File: src/rtl/vga_board_renderer_if.sv
// vga_board_renderer_if
//   Groups the game-state inputs and the video outputs of the board renderer.
//   GRID_N sets the width of the packed cell-state vector.
//
//   Game side (master drives, slave samples):
//     pos          2*GRID_N*GRID_N  cell states, row-major, cell 0 in the top bits
//     illegal_move 1                illegal move flag
//     no_space     1                board full / draw flag
//     who          2                winner (01 player-1, 10 player-2)
//   Video side (slave drives, master samples):
//     hsync, vsync 1                active-high syncs, aligned with RGB
//     red, green   3                pixel colour
//     blue         2                pixel colour
//     frame_start  1                one-clk pulse when the inputs are latched
//     h_count      16               raw horizontal counter (pre-pipeline)
//     v_count      16               raw vertical counter (pre-pipeline)
interface vga_board_renderer_if #(
  parameter int GRID_N = 3
);
  logic [2*GRID_N*GRID_N-1:0] pos;
  logic                       illegal_move;
  logic                       no_space;
  logic [1:0]                 who;
  logic                       hsync;
  logic                       vsync;
  logic [2:0]                 red;
  logic [2:0]                 green;
  logic [1:0]                 blue;
  logic                       frame_start;
  logic [15:0]                h_count;
  logic [15:0]                v_count;

  modport master (
    output pos, illegal_move, no_space, who,
    input  hsync, vsync, red, green, blue, frame_start, h_count, v_count
  );

  modport slave (
    input  pos, illegal_move, no_space, who,
    output hsync, vsync, red, green, blue, frame_start, h_count, v_count
  );
endinterface

File: src/rtl/vga_board_renderer.sv
// vga_board_renderer
//   VGA timing generator and GRID_N x GRID_N board renderer. A pixel-enable
//   divider advances the H/V counters; the game state is copied into shadow
//   registers once per frame (at h=0, v=0) so a frame never shows a partial
//   update. Colour is produced by a two-stage pipeline (region decode, then
//   colour select) and the syncs travel through matching stages, so every
//   output reflects the counter value from two pix_en ticks earlier.
//
//   Ports:
//     clk    system clock
//     reset  synchronous, active-high reset
//     bus    slave side of vga_board_renderer_if (game inputs, video outputs)
module vga_board_renderer #(
  parameter int GRID_N       = 3,
  parameter int CELL_PIX     = 150,
  parameter int LINE_W       = 3,
  parameter int MARK_INSET   = 15,
  parameter int BOARD_X0     = 8,
  parameter int BOARD_Y0     = 10,
  parameter int PANEL_X0     = 496,
  parameter int PANEL_W      = 120,
  parameter int CLK_DIV      = 2,
  parameter int H_SYNC       = 96,
  parameter int H_BACK       = 48,
  parameter int H_ACTIVE     = 640,
  parameter int H_FRONT      = 16,
  parameter int V_SYNC       = 2,
  parameter int V_BACK       = 30,
  parameter int V_ACTIVE     = 480,
  parameter int V_FRONT      = 9,
  parameter int BLINK_FRAMES = 30
) (
  input logic           clk,
  input logic           reset,
  vga_board_renderer_if.slave bus
);

  localparam int NCELL   = GRID_N * GRID_N;
  localparam int PITCH   = CELL_PIX + LINE_W;
  localparam int EXTENT  = GRID_N * PITCH + LINE_W;
  localparam int H_TOTAL = H_SYNC + H_BACK + H_ACTIVE + H_FRONT;
  localparam int V_TOTAL = V_SYNC + V_BACK + V_ACTIVE + V_FRONT;
  localparam int HA0     = H_SYNC + H_BACK;
  localparam int VA0     = V_SYNC + V_BACK;

  localparam int DIV_W = (CLK_DIV > 1) ? $clog2(CLK_DIV) : 1;
  localparam int BLK_W = (BLINK_FRAMES > 1) ? $clog2(BLINK_FRAMES) : 1;

  localparam logic [DIV_W-1:0] DIV_LAST = DIV_W'(CLK_DIV - 1);
  localparam logic [BLK_W-1:0] BLK_LAST = BLK_W'(BLINK_FRAMES - 1);

  localparam logic [15:0] H_LAST   = 16'(H_TOTAL - 1);
  localparam logic [15:0] V_LAST   = 16'(V_TOTAL - 1);
  localparam logic [15:0] HS_END   = 16'(H_SYNC);
  localparam logic [15:0] VS_END   = 16'(V_SYNC);
  localparam logic [15:0] HA_START = 16'(HA0);
  localparam logic [15:0] HA_END   = 16'(HA0 + H_ACTIVE);
  localparam logic [15:0] VA_START = 16'(VA0);
  localparam logic [15:0] VA_END   = 16'(VA0 + V_ACTIVE);
  localparam logic [15:0] BX_START = 16'(HA0 + BOARD_X0);
  localparam logic [15:0] BX_END   = 16'(HA0 + BOARD_X0 + EXTENT);
  localparam logic [15:0] BY_START = 16'(VA0 + BOARD_Y0);
  localparam logic [15:0] BY_END   = 16'(VA0 + BOARD_Y0 + EXTENT);
  localparam logic [15:0] PX_START = 16'(HA0 + PANEL_X0);
  localparam logic [15:0] PX_END   = 16'(HA0 + PANEL_X0 + PANEL_W);
  localparam logic [15:0] OFF_LAST = 16'(PITCH - 1);
  localparam logic [15:0] LINE_END = 16'(LINE_W);
  localparam logic [15:0] MARK_LO  = 16'(LINE_W + MARK_INSET);
  localparam logic [15:0] MARK_HI  = 16'(LINE_W + CELL_PIX - MARK_INSET);
  localparam logic [2:0]  IDX_MAX  = 3'(GRID_N);

  localparam logic [7:0] C_BLACK  = 8'b000_000_00;
  localparam logic [7:0] C_WHITE  = 8'b111_111_11;
  localparam logic [7:0] C_RED    = 8'b111_000_00;
  localparam logic [7:0] C_GREEN  = 8'b000_111_00;
  localparam logic [7:0] C_BLUE   = 8'b000_000_11;
  localparam logic [7:0] C_YELLOW = 8'b111_111_00;

  logic [DIV_W-1:0]   div_q, div_d;
  logic [15:0]        h_q, h_d, v_q, v_d;
  logic [15:0]        cx_off_q, cx_off_d, cy_off_q, cy_off_d;
  logic [2:0]         cx_idx_q, cx_idx_d, cy_idx_q, cy_idx_d;
  logic [BLK_W-1:0]   blink_cnt_q, blink_cnt_d;
  logic               blink_phase_q, blink_phase_d;
  logic [2*NCELL-1:0] pos_s_q, pos_s_d;
  logic               illegal_s_q, illegal_s_d;
  logic               no_space_s_q, no_space_s_d;
  logic [1:0]         who_s_q, who_s_d;
  logic               s1_line_q, s1_line_d, s1_mark_q, s1_mark_d;
  logic               s1_panel_q, s1_panel_d;
  logic [3:0]         s1_cell_q, s1_cell_d;
  logic               s1_hs_q, s1_hs_d, s1_vs_q, s1_vs_d;
  logic [7:0]         rgb_q, rgb_d;
  logic               s2_hs_q, s2_hs_d, s2_vs_q, s2_vs_d;

  logic       pix_en, line_wrap, frame_end, frame_tick;
  logic       in_active, in_board, in_panel;
  logic [1:0] cell_state;

  assign pix_en     = (div_q == '0);
  assign line_wrap  = pix_en && (h_q == H_LAST);
  assign frame_end  = line_wrap && (v_q == V_LAST);
  // Gated by reset so the pulse never appears while the block is held.
  assign frame_tick = pix_en && (h_q == '0) && (v_q == '0) && !reset;

  // Pixel divider and raster counters.
  always_comb begin
    div_d = (div_q == DIV_LAST) ? '0 : div_q + DIV_W'(1);
    h_d   = h_q;
    v_d   = v_q;
    if (pix_en) begin
      if (h_q == H_LAST) begin
        h_d = '0;
        v_d = (v_q == V_LAST) ? '0 : v_q + 16'd1;
      end else begin
        h_d = h_q + 16'd1;
      end
    end
  end

  // Cell sub-counters track the pixel the counters will show next: they
  // reload when that pixel is the board edge and roll over at the pitch,
  // saturating the index at the closing line.
  always_comb begin
    cx_off_d = cx_off_q;
    cx_idx_d = cx_idx_q;
    cy_off_d = cy_off_q;
    cy_idx_d = cy_idx_q;
    if (pix_en) begin
      if (h_d == BX_START) begin
        cx_off_d = '0;
        cx_idx_d = '0;
      end else if (cx_off_q == OFF_LAST) begin
        cx_off_d = '0;
        if (cx_idx_q != IDX_MAX) cx_idx_d = cx_idx_q + 3'd1;
      end else begin
        cx_off_d = cx_off_q + 16'd1;
      end
    end
    if (line_wrap) begin
      if (v_d == BY_START) begin
        cy_off_d = '0;
        cy_idx_d = '0;
      end else if (cy_off_q == OFF_LAST) begin
        cy_off_d = '0;
        if (cy_idx_q != IDX_MAX) cy_idx_d = cy_idx_q + 3'd1;
      end else begin
        cy_off_d = cy_off_q + 16'd1;
      end
    end
  end

  // Blink counter advances on the last pixel of each frame, so the first
  // BLINK_FRAMES frames after reset all show phase 0.
  always_comb begin
    blink_cnt_d   = blink_cnt_q;
    blink_phase_d = blink_phase_q;
    if (frame_end) begin
      if (blink_cnt_q == BLK_LAST) begin
        blink_cnt_d   = '0;
        blink_phase_d = ~blink_phase_q;
      end else begin
        blink_cnt_d = blink_cnt_q + BLK_W'(1);
      end
    end
  end

  // Shadow copy of the game state, refreshed only at the frame latch point.
  always_comb begin
    pos_s_d      = pos_s_q;
    illegal_s_d  = illegal_s_q;
    no_space_s_d = no_space_s_q;
    who_s_d      = who_s_q;
    if (frame_tick) begin
      pos_s_d      = bus.pos;
      illegal_s_d  = bus.illegal_move;
      no_space_s_d = bus.no_space;
      who_s_d      = bus.who;
    end
  end

  // Stage 1 decode: which region the current counter value falls in.
  always_comb begin
    in_active  = (h_q >= HA_START) && (h_q < HA_END) && (v_q >= VA_START) && (v_q < VA_END);
    in_board   = in_active && (h_q >= BX_START) && (h_q < BX_END) &&
                 (v_q >= BY_START) && (v_q < BY_END);
    in_panel   = in_active && (h_q >= PX_START) && (h_q < PX_END) &&
                 (v_q >= BY_START) && (v_q < BY_END);
    s1_line_d  = in_board && ((cx_off_q < LINE_END) || (cy_off_q < LINE_END));
    s1_mark_d  = in_board && (cx_off_q >= MARK_LO) && (cx_off_q < MARK_HI) &&
                 (cy_off_q >= MARK_LO) && (cy_off_q < MARK_HI);
    s1_panel_d = in_panel;
    s1_cell_d  = 4'(cy_idx_q) * 4'(GRID_N) + 4'(cx_idx_q);
    s1_hs_d    = (h_q < HS_END);
    s1_vs_d    = (v_q < VS_END);
  end

  // Stage 2 colour: grid lines beat marks, marks beat the panel.
  always_comb begin
    cell_state = 2'b00;
    for (int k = 0; k < NCELL; k++) begin
      if (s1_cell_q == 4'(k)) cell_state = pos_s_q[2*(NCELL-1-k) +: 2];
    end
    rgb_d = C_BLACK;
    if (s1_line_q) begin
      rgb_d = C_WHITE;
    end else if (s1_mark_q) begin
      case (cell_state)
        2'b01:   rgb_d = C_RED;
        2'b10:   rgb_d = C_GREEN;
        default: rgb_d = C_BLACK;
      endcase
    end else if (s1_panel_q) begin
      if (who_s_q == 2'b01)                rgb_d = C_RED;
      else if (who_s_q == 2'b10)           rgb_d = C_GREEN;
      else if (no_space_s_q)               rgb_d = C_YELLOW;
      else if (illegal_s_q && blink_phase_q) rgb_d = C_BLUE;
      else                                 rgb_d = C_BLACK;
    end
    s2_hs_d = s1_hs_q;
    s2_vs_d = s1_vs_q;
  end

  // Free-running divider, counters, blink and shadow state.
  always_ff @(posedge clk) begin
    if (reset) begin
      div_q         <= '0;
      h_q           <= '0;
      v_q           <= '0;
      cx_off_q      <= '0;
      cx_idx_q      <= '0;
      cy_off_q      <= '0;
      cy_idx_q      <= '0;
      blink_cnt_q   <= '0;
      blink_phase_q <= 1'b0;
      pos_s_q       <= '0;
      illegal_s_q   <= 1'b0;
      no_space_s_q  <= 1'b0;
      who_s_q       <= '0;
    end else begin
      div_q         <= div_d;
      h_q           <= h_d;
      v_q           <= v_d;
      cx_off_q      <= cx_off_d;
      cx_idx_q      <= cx_idx_d;
      cy_off_q      <= cy_off_d;
      cy_idx_q      <= cy_idx_d;
      blink_cnt_q   <= blink_cnt_d;
      blink_phase_q <= blink_phase_d;
      pos_s_q       <= pos_s_d;
      illegal_s_q   <= illegal_s_d;
      no_space_s_q  <= no_space_s_d;
      who_s_q       <= who_s_d;
    end
  end

  // Pipeline stages advance only on pix_en so sync and RGB stay aligned.
  always_ff @(posedge clk) begin
    if (reset) begin
      s1_line_q  <= 1'b0;
      s1_mark_q  <= 1'b0;
      s1_panel_q <= 1'b0;
      s1_cell_q  <= '0;
      s1_hs_q    <= 1'b0;
      s1_vs_q    <= 1'b0;
      rgb_q      <= '0;
      s2_hs_q    <= 1'b0;
      s2_vs_q    <= 1'b0;
    end else if (pix_en) begin
      s1_line_q  <= s1_line_d;
      s1_mark_q  <= s1_mark_d;
      s1_panel_q <= s1_panel_d;
      s1_cell_q  <= s1_cell_d;
      s1_hs_q    <= s1_hs_d;
      s1_vs_q    <= s1_vs_d;
      rgb_q      <= rgb_d;
      s2_hs_q    <= s2_hs_d;
      s2_vs_q    <= s2_vs_d;
    end
  end

  assign bus.hsync       = s2_hs_q;
  assign bus.vsync       = s2_vs_q;
  assign bus.red         = rgb_q[7:5];
  assign bus.green       = rgb_q[4:2];
  assign bus.blue        = rgb_q[1:0];
  assign bus.frame_start = frame_tick;
  assign bus.h_count     = h_q;
  assign bus.v_count     = v_q;

endmodule

File: src/flat_wrapper.sv
// flat-port wrapper written by rule: the top's interface ports become plain ports
module vga_board_renderer_flat 
#(
  parameter int GRID_N       = 3,
  parameter int CELL_PIX     = 150,
  parameter int LINE_W       = 3,
  parameter int MARK_INSET   = 15,
  parameter int BOARD_X0     = 8,
  parameter int BOARD_Y0     = 10,
  parameter int PANEL_X0     = 496,
  parameter int PANEL_W      = 120,
  parameter int CLK_DIV      = 2,
  parameter int H_SYNC       = 96,
  parameter int H_BACK       = 48,
  parameter int H_ACTIVE     = 640,
  parameter int H_FRONT      = 16,
  parameter int V_SYNC       = 2,
  parameter int V_BACK       = 30,
  parameter int V_ACTIVE     = 480,
  parameter int V_FRONT      = 9,
  parameter int BLINK_FRAMES = 30
)
  (clk, reset, bus_pos, bus_illegal_move, bus_no_space, bus_who, bus_hsync, bus_vsync, bus_red, bus_green, bus_blue, bus_frame_start, bus_h_count, bus_v_count);
  vga_board_renderer_if #(.GRID_N(GRID_N)) bus_i ();
  input logic clk;
  input logic reset;
  input wire logic [$bits(bus_i.pos)-1:0] bus_pos;
  input wire logic [$bits(bus_i.illegal_move)-1:0] bus_illegal_move;
  input wire logic [$bits(bus_i.no_space)-1:0] bus_no_space;
  input wire logic [$bits(bus_i.who)-1:0] bus_who;
  output wire logic [$bits(bus_i.hsync)-1:0] bus_hsync;
  output wire logic [$bits(bus_i.vsync)-1:0] bus_vsync;
  output wire logic [$bits(bus_i.red)-1:0] bus_red;
  output wire logic [$bits(bus_i.green)-1:0] bus_green;
  output wire logic [$bits(bus_i.blue)-1:0] bus_blue;
  output wire logic [$bits(bus_i.frame_start)-1:0] bus_frame_start;
  output wire logic [$bits(bus_i.h_count)-1:0] bus_h_count;
  output wire logic [$bits(bus_i.v_count)-1:0] bus_v_count;
  assign bus_i.pos = bus_pos;
  assign bus_i.illegal_move = bus_illegal_move;
  assign bus_i.no_space = bus_no_space;
  assign bus_i.who = bus_who;
  assign bus_hsync = bus_i.hsync;
  assign bus_vsync = bus_i.vsync;
  assign bus_red = bus_i.red;
  assign bus_green = bus_i.green;
  assign bus_blue = bus_i.blue;
  assign bus_frame_start = bus_i.frame_start;
  assign bus_h_count = bus_i.h_count;
  assign bus_v_count = bus_i.v_count;
  vga_board_renderer #(.GRID_N(GRID_N), .CELL_PIX(CELL_PIX), .LINE_W(LINE_W), .MARK_INSET(MARK_INSET), .BOARD_X0(BOARD_X0), .BOARD_Y0(BOARD_Y0), .PANEL_X0(PANEL_X0), .PANEL_W(PANEL_W), .CLK_DIV(CLK_DIV), .H_SYNC(H_SYNC), .H_BACK(H_BACK), .H_ACTIVE(H_ACTIVE), .H_FRONT(H_FRONT), .V_SYNC(V_SYNC), .V_BACK(V_BACK), .V_ACTIVE(V_ACTIVE), .V_FRONT(V_FRONT), .BLINK_FRAMES(BLINK_FRAMES)) u_core (.clk(clk), .reset(reset), .bus(bus_i));
endmodule
File: config.mk
export PLATFORM = sky130hd
export DESIGN_NAME = vga_board_renderer_flat
export DESIGN_NICKNAME = d
export VERILOG_FILES = /design/src/rtl/vga_board_renderer_if.sv /design/src/rtl/vga_board_renderer.sv /design/src/flat_wrapper.sv
export SDC_FILE = /design/constraint.sdc
export NUM_CORES = 1
export LEC_CHECK = 0
export ABC_CLOCK_PERIOD_IN_PS = 3210
export BUFFER_PORTS_ARGS = -buffer_cell sky130_fd_sc_hd__buf_2
export CORE_MARGIN = 8
export CORE_UTILIZATION = 30
export CTS_CLUSTER_SIZE = 28
export DETAILED_ROUTE_END_ITERATION = 6
export GPL_TIMING_DRIVEN = 1
export PLACE_DENSITY = 0.58
export SKIP_LAST_GASP = 1
export SYNTH_ARGS = -nofsm -noshare
export SYNTH_HDL_FRONTEND = slang
export SYNTH_SLANG_ARGS = --single-unit
File: constraint.sdc
create_clock -name clk -period 3.21 [get_ports clk]
set_clock_uncertainty 0.15 [all_clocks]
set_input_delay 0.1605 -clock clk [delete_from_list [all_inputs] [get_ports clk]]
set_output_delay 0.1605 -clock clk [all_outputs]
set_load 0.01 [all_outputs]
==> impl_results.md <==
- Finish-stage setup viols: 0
- Post-Syn Area: 0.00648 mm2
- Seq/Total Area, Yosys: 34.9%
- Final worst-path cycle share: around 92%
- Worst-path cell chain: nor4_4, nand4_2, nor4_1, xor2_1, a2111oi_4, buf_4, o2111ai_4, buf_12, a31oi_1, mux2i_1
- RSZ-0062 raised after global routing: false
- Core area: 0.0211 mm2
- GRT overflow: 0
- Footprint of the multi-input gates: 0.00387 mm2
- CTS tree: yes
- Inst Count DP: 1122
- Slew Limit Fails: 0
- Starting Density: 30.7%
- DR iter-0 viols: ~430
- Share of cells above drive strength 1: approximately a fifth
- Row cnt: 53
- Final HPWL from detailed placement: 12000 um
- CP peak stage delay: approximately 0.40 ns
- WP data required: 3.35 ns
- Drt total wl: 17400 um
- Most common cell after layout, fill and taps aside: dfxtp_1
- GRT Util Overall: 13.0%
- Top cell type's share of synthesized area: 34.9%
- Crit path max-delay cell type: nor4_1
- Fin cells: 1180
- Yosys warns: 0
- Die Y: between 150 and 200 um
- DR pass1 iterations: 5
- Filler cell count in the final layout: about 2200
- CTS root buffer: clkbuf_16
- Final Hold Vio Count: 0
- Diodes inserted: 0
- Worst-Margin Slew: 0.747 ns
- Total power: 0.00361 W
- WP data arrival: 3.09 ns
- Post-synth top area cell: dfxtp_1
- Final net count: 937
- Hold/Removal Path Class: reg2reg
- Die width: 163 um
- Power per cell area: 451 mW/mm2
- Die area: roughly 0.027 mm2
- Largest net degree at the start of global routing: 67
- Antenna-violating nets left: 0
- Kind of critical path: reg2reg
- Drt via density: 5.06
- Rel. slew slack: 50.2%
- Vias: 5966
- H-tree depth: 4
- Max_cap viols: 0
- Syn-to-layout area delta: 23.6%
- CTS max path bufs: 2
- Wire per inst: 14.7 um
- Critical path peak fanout: 12
- Yosys cell types: 76
- GPL Wtd Cong: 0.874
- I/O pins: 67
- First-pass GRT wire length: 28200 um
- Clk slew on worst S/H paths: 0.05 ns
- Leak pwr: 3.12 nW
- Initial antenna violation count: 0
- Final TNS setup: 0 ns
- TritonCTS Buffers: 17
- Syn_area_per_cell: a little over 8 um2
- Register Area: between 0.002 and 0.0025 mm2
- Async set or reset register ratio after synthesis: 0%
- CP endpoint kind: flop
- Syn nets: 848
- Skew-Pair Late Insertion Delay: 0.41 ns
- CTS Sinks: 113
- Final Critical Period: between 2 and 3 ns
- Post-synthesis register bit count: around 110
- Vias in the first global route: roughly 5600
- Post-Syn Instances: 803
- IO Port Bufs: 66
- Area contributors post-synth: dfxtp_1 35%, nand2_1 5.8%, a21oi_1 4.6%, nor2_1 4.2%, ha_1 3.5%
- VDD IR-drop max: 0.000207 V
- Status: finished clean
- Fmax: ~340 MHz
- Drc violations: 0
- Post-synth EDFFs: 0
- Top FF cell, synth: dfxtp_1
- CP startpoint kind: flop
- Most frequent cells in the layout: 113 x dfxtp_1, 101 x nand2_1, 73 x nor2_1
-- worst max-delay path, delay by kind of cell (launching register included) --
| family | cells | cell delay [ns] |
|---|---|---|
| AOI/OAI and AO/OA | 3 | 0.60 |
| xor gates and xnor gates | 1 | 0.18 |
| buffers and inverters | 2 | 0.39 |
| muxes | 1 | 0.09 |
| DFF | 1 | 0.36 |
| and+or+nand+nor | 3 | 1.05 |
-- metal layers --
metal  part of all wire (%)  vias up  track usage [%]
met5                      0        -                0
met4                    2.0        0             5.13
met3                    3.8       25             2.88
met2                     48      114             21.0
met1                     46     2792             16.5
li1                       -     3035                -
-- registers in the layout, summed over array words and instances, names as in the netlist, 2 cells and up --
register and cells:
u_core.blink_cnt_q 5, u_core.bus.h_count 16, u_core.bus.v_count 16, u_core.cx_idx_q 3, u_core.cx_off_q 16, u_core.cy_idx_q 3
u_core.cy_off_q 16, u_core.pos_s_q 18, u_core.rgb_q 3, u_core.s1_cell_q 4, u_core.who_s_q 2
-- final timing paths --
path / slack, ns / to / depth (start not counted) / from
hold / removal: 0.30 / u_core.s1_panel_q$_SDFFE_PP0N_ / 1 / u_core.s1_panel_q$_SDFFE_PP0N_
hold reg to reg: 0.30 / u_core.s1_panel_q$_SDFFE_PP0N_ / 1 / u_core.s1_panel_q$_SDFFE_PP0N_
setup reg to reg: 0.26 / u_core.cy_off_q[2]$_SDFFE_PP0P_ / 10 / u_core.bus.h_count[11]$_SDFF_PP0_
setup / recovery: 0.26 / u_core.cy_off_q[2]$_SDFFE_PP0P_ / 10 / u_core.bus.h_count[11]$_SDFF_PP0_
-- stage by stage --
stage	cell area [um2]	hold slack, ns	setup slack [ns]	util (%)
2_1_floorplan	6480	0.151	0.419	-
3_3_place_gp	7110	0.261	0.141	33.7
3_5_place_dp	7110	0.260	0.0407	33.7
4_1_cts	7940	0.300	0.0389	37.7
5_1_grt	8010	0.310	0.0259	38.0
6_report	8010	0.296	0.264	38.0
-- kinds of logic (layout without fill, tap and decap cells) --
kind of cell | Yosys count | in the layout | share of synthesized area [%]
AND/OR/NAND/NOR | 380 | 380 | 30.8
XOR/XNOR | 37 | 37 | 5.00
AO/OA/AOI/OAI | 153 | 154 | 15.4
flip-flops | 113 | 113 | 34.9
buffers and inverters | 81 | 182 | 6.06
multiplexers | 17 | 17 | 3.24
adder cells (fa/ha/maj) | 22 | 22 | 4.56
-- synth_stat cells, types with 17 or more instances --
cell / count
and3_1: 21
xor2_1: 19
a31oi_1: 17
nand3_1: 34
a21oi_1: 59
dfxtp_1: 113
xnor2_1: 18
nand2b_1: 18
nor2_1: 73
inv_1: 26
nand2_1: 101
o21ai_0: 30
nor3_1: 25
clkbuf_1: 30
ha_1: 18
nand4_1: 23
-- layout make-up --
cell class              instances  area share, %
multi-input cells             610           48.3
flip-flops and latches        113           28.2
repair buffers                124           10.4
clock buffers                  22           5.80
well taps                     275           4.30
clock inverters                10           1.67
inverters                      26           1.22
-- power by group --
group          leakage [nW]  switching [W]  total [W]  internal (W)
clock network         0.290       0.000642    0.00190       0.00125
registers             0.915      0.0000267    0.00147       0.00144
logic                  1.91       0.000142   0.000250      0.000108
-- timing repair --
action                                  CTS  global route
hold endpoints to repair                 23             0
endpoints found under the setup margin    0            20
hold buffers                             23             0
buffers inserted                          0             2
gates resized for setup                   0             3
Note: power is estimated with default switching activity, not from simulation.
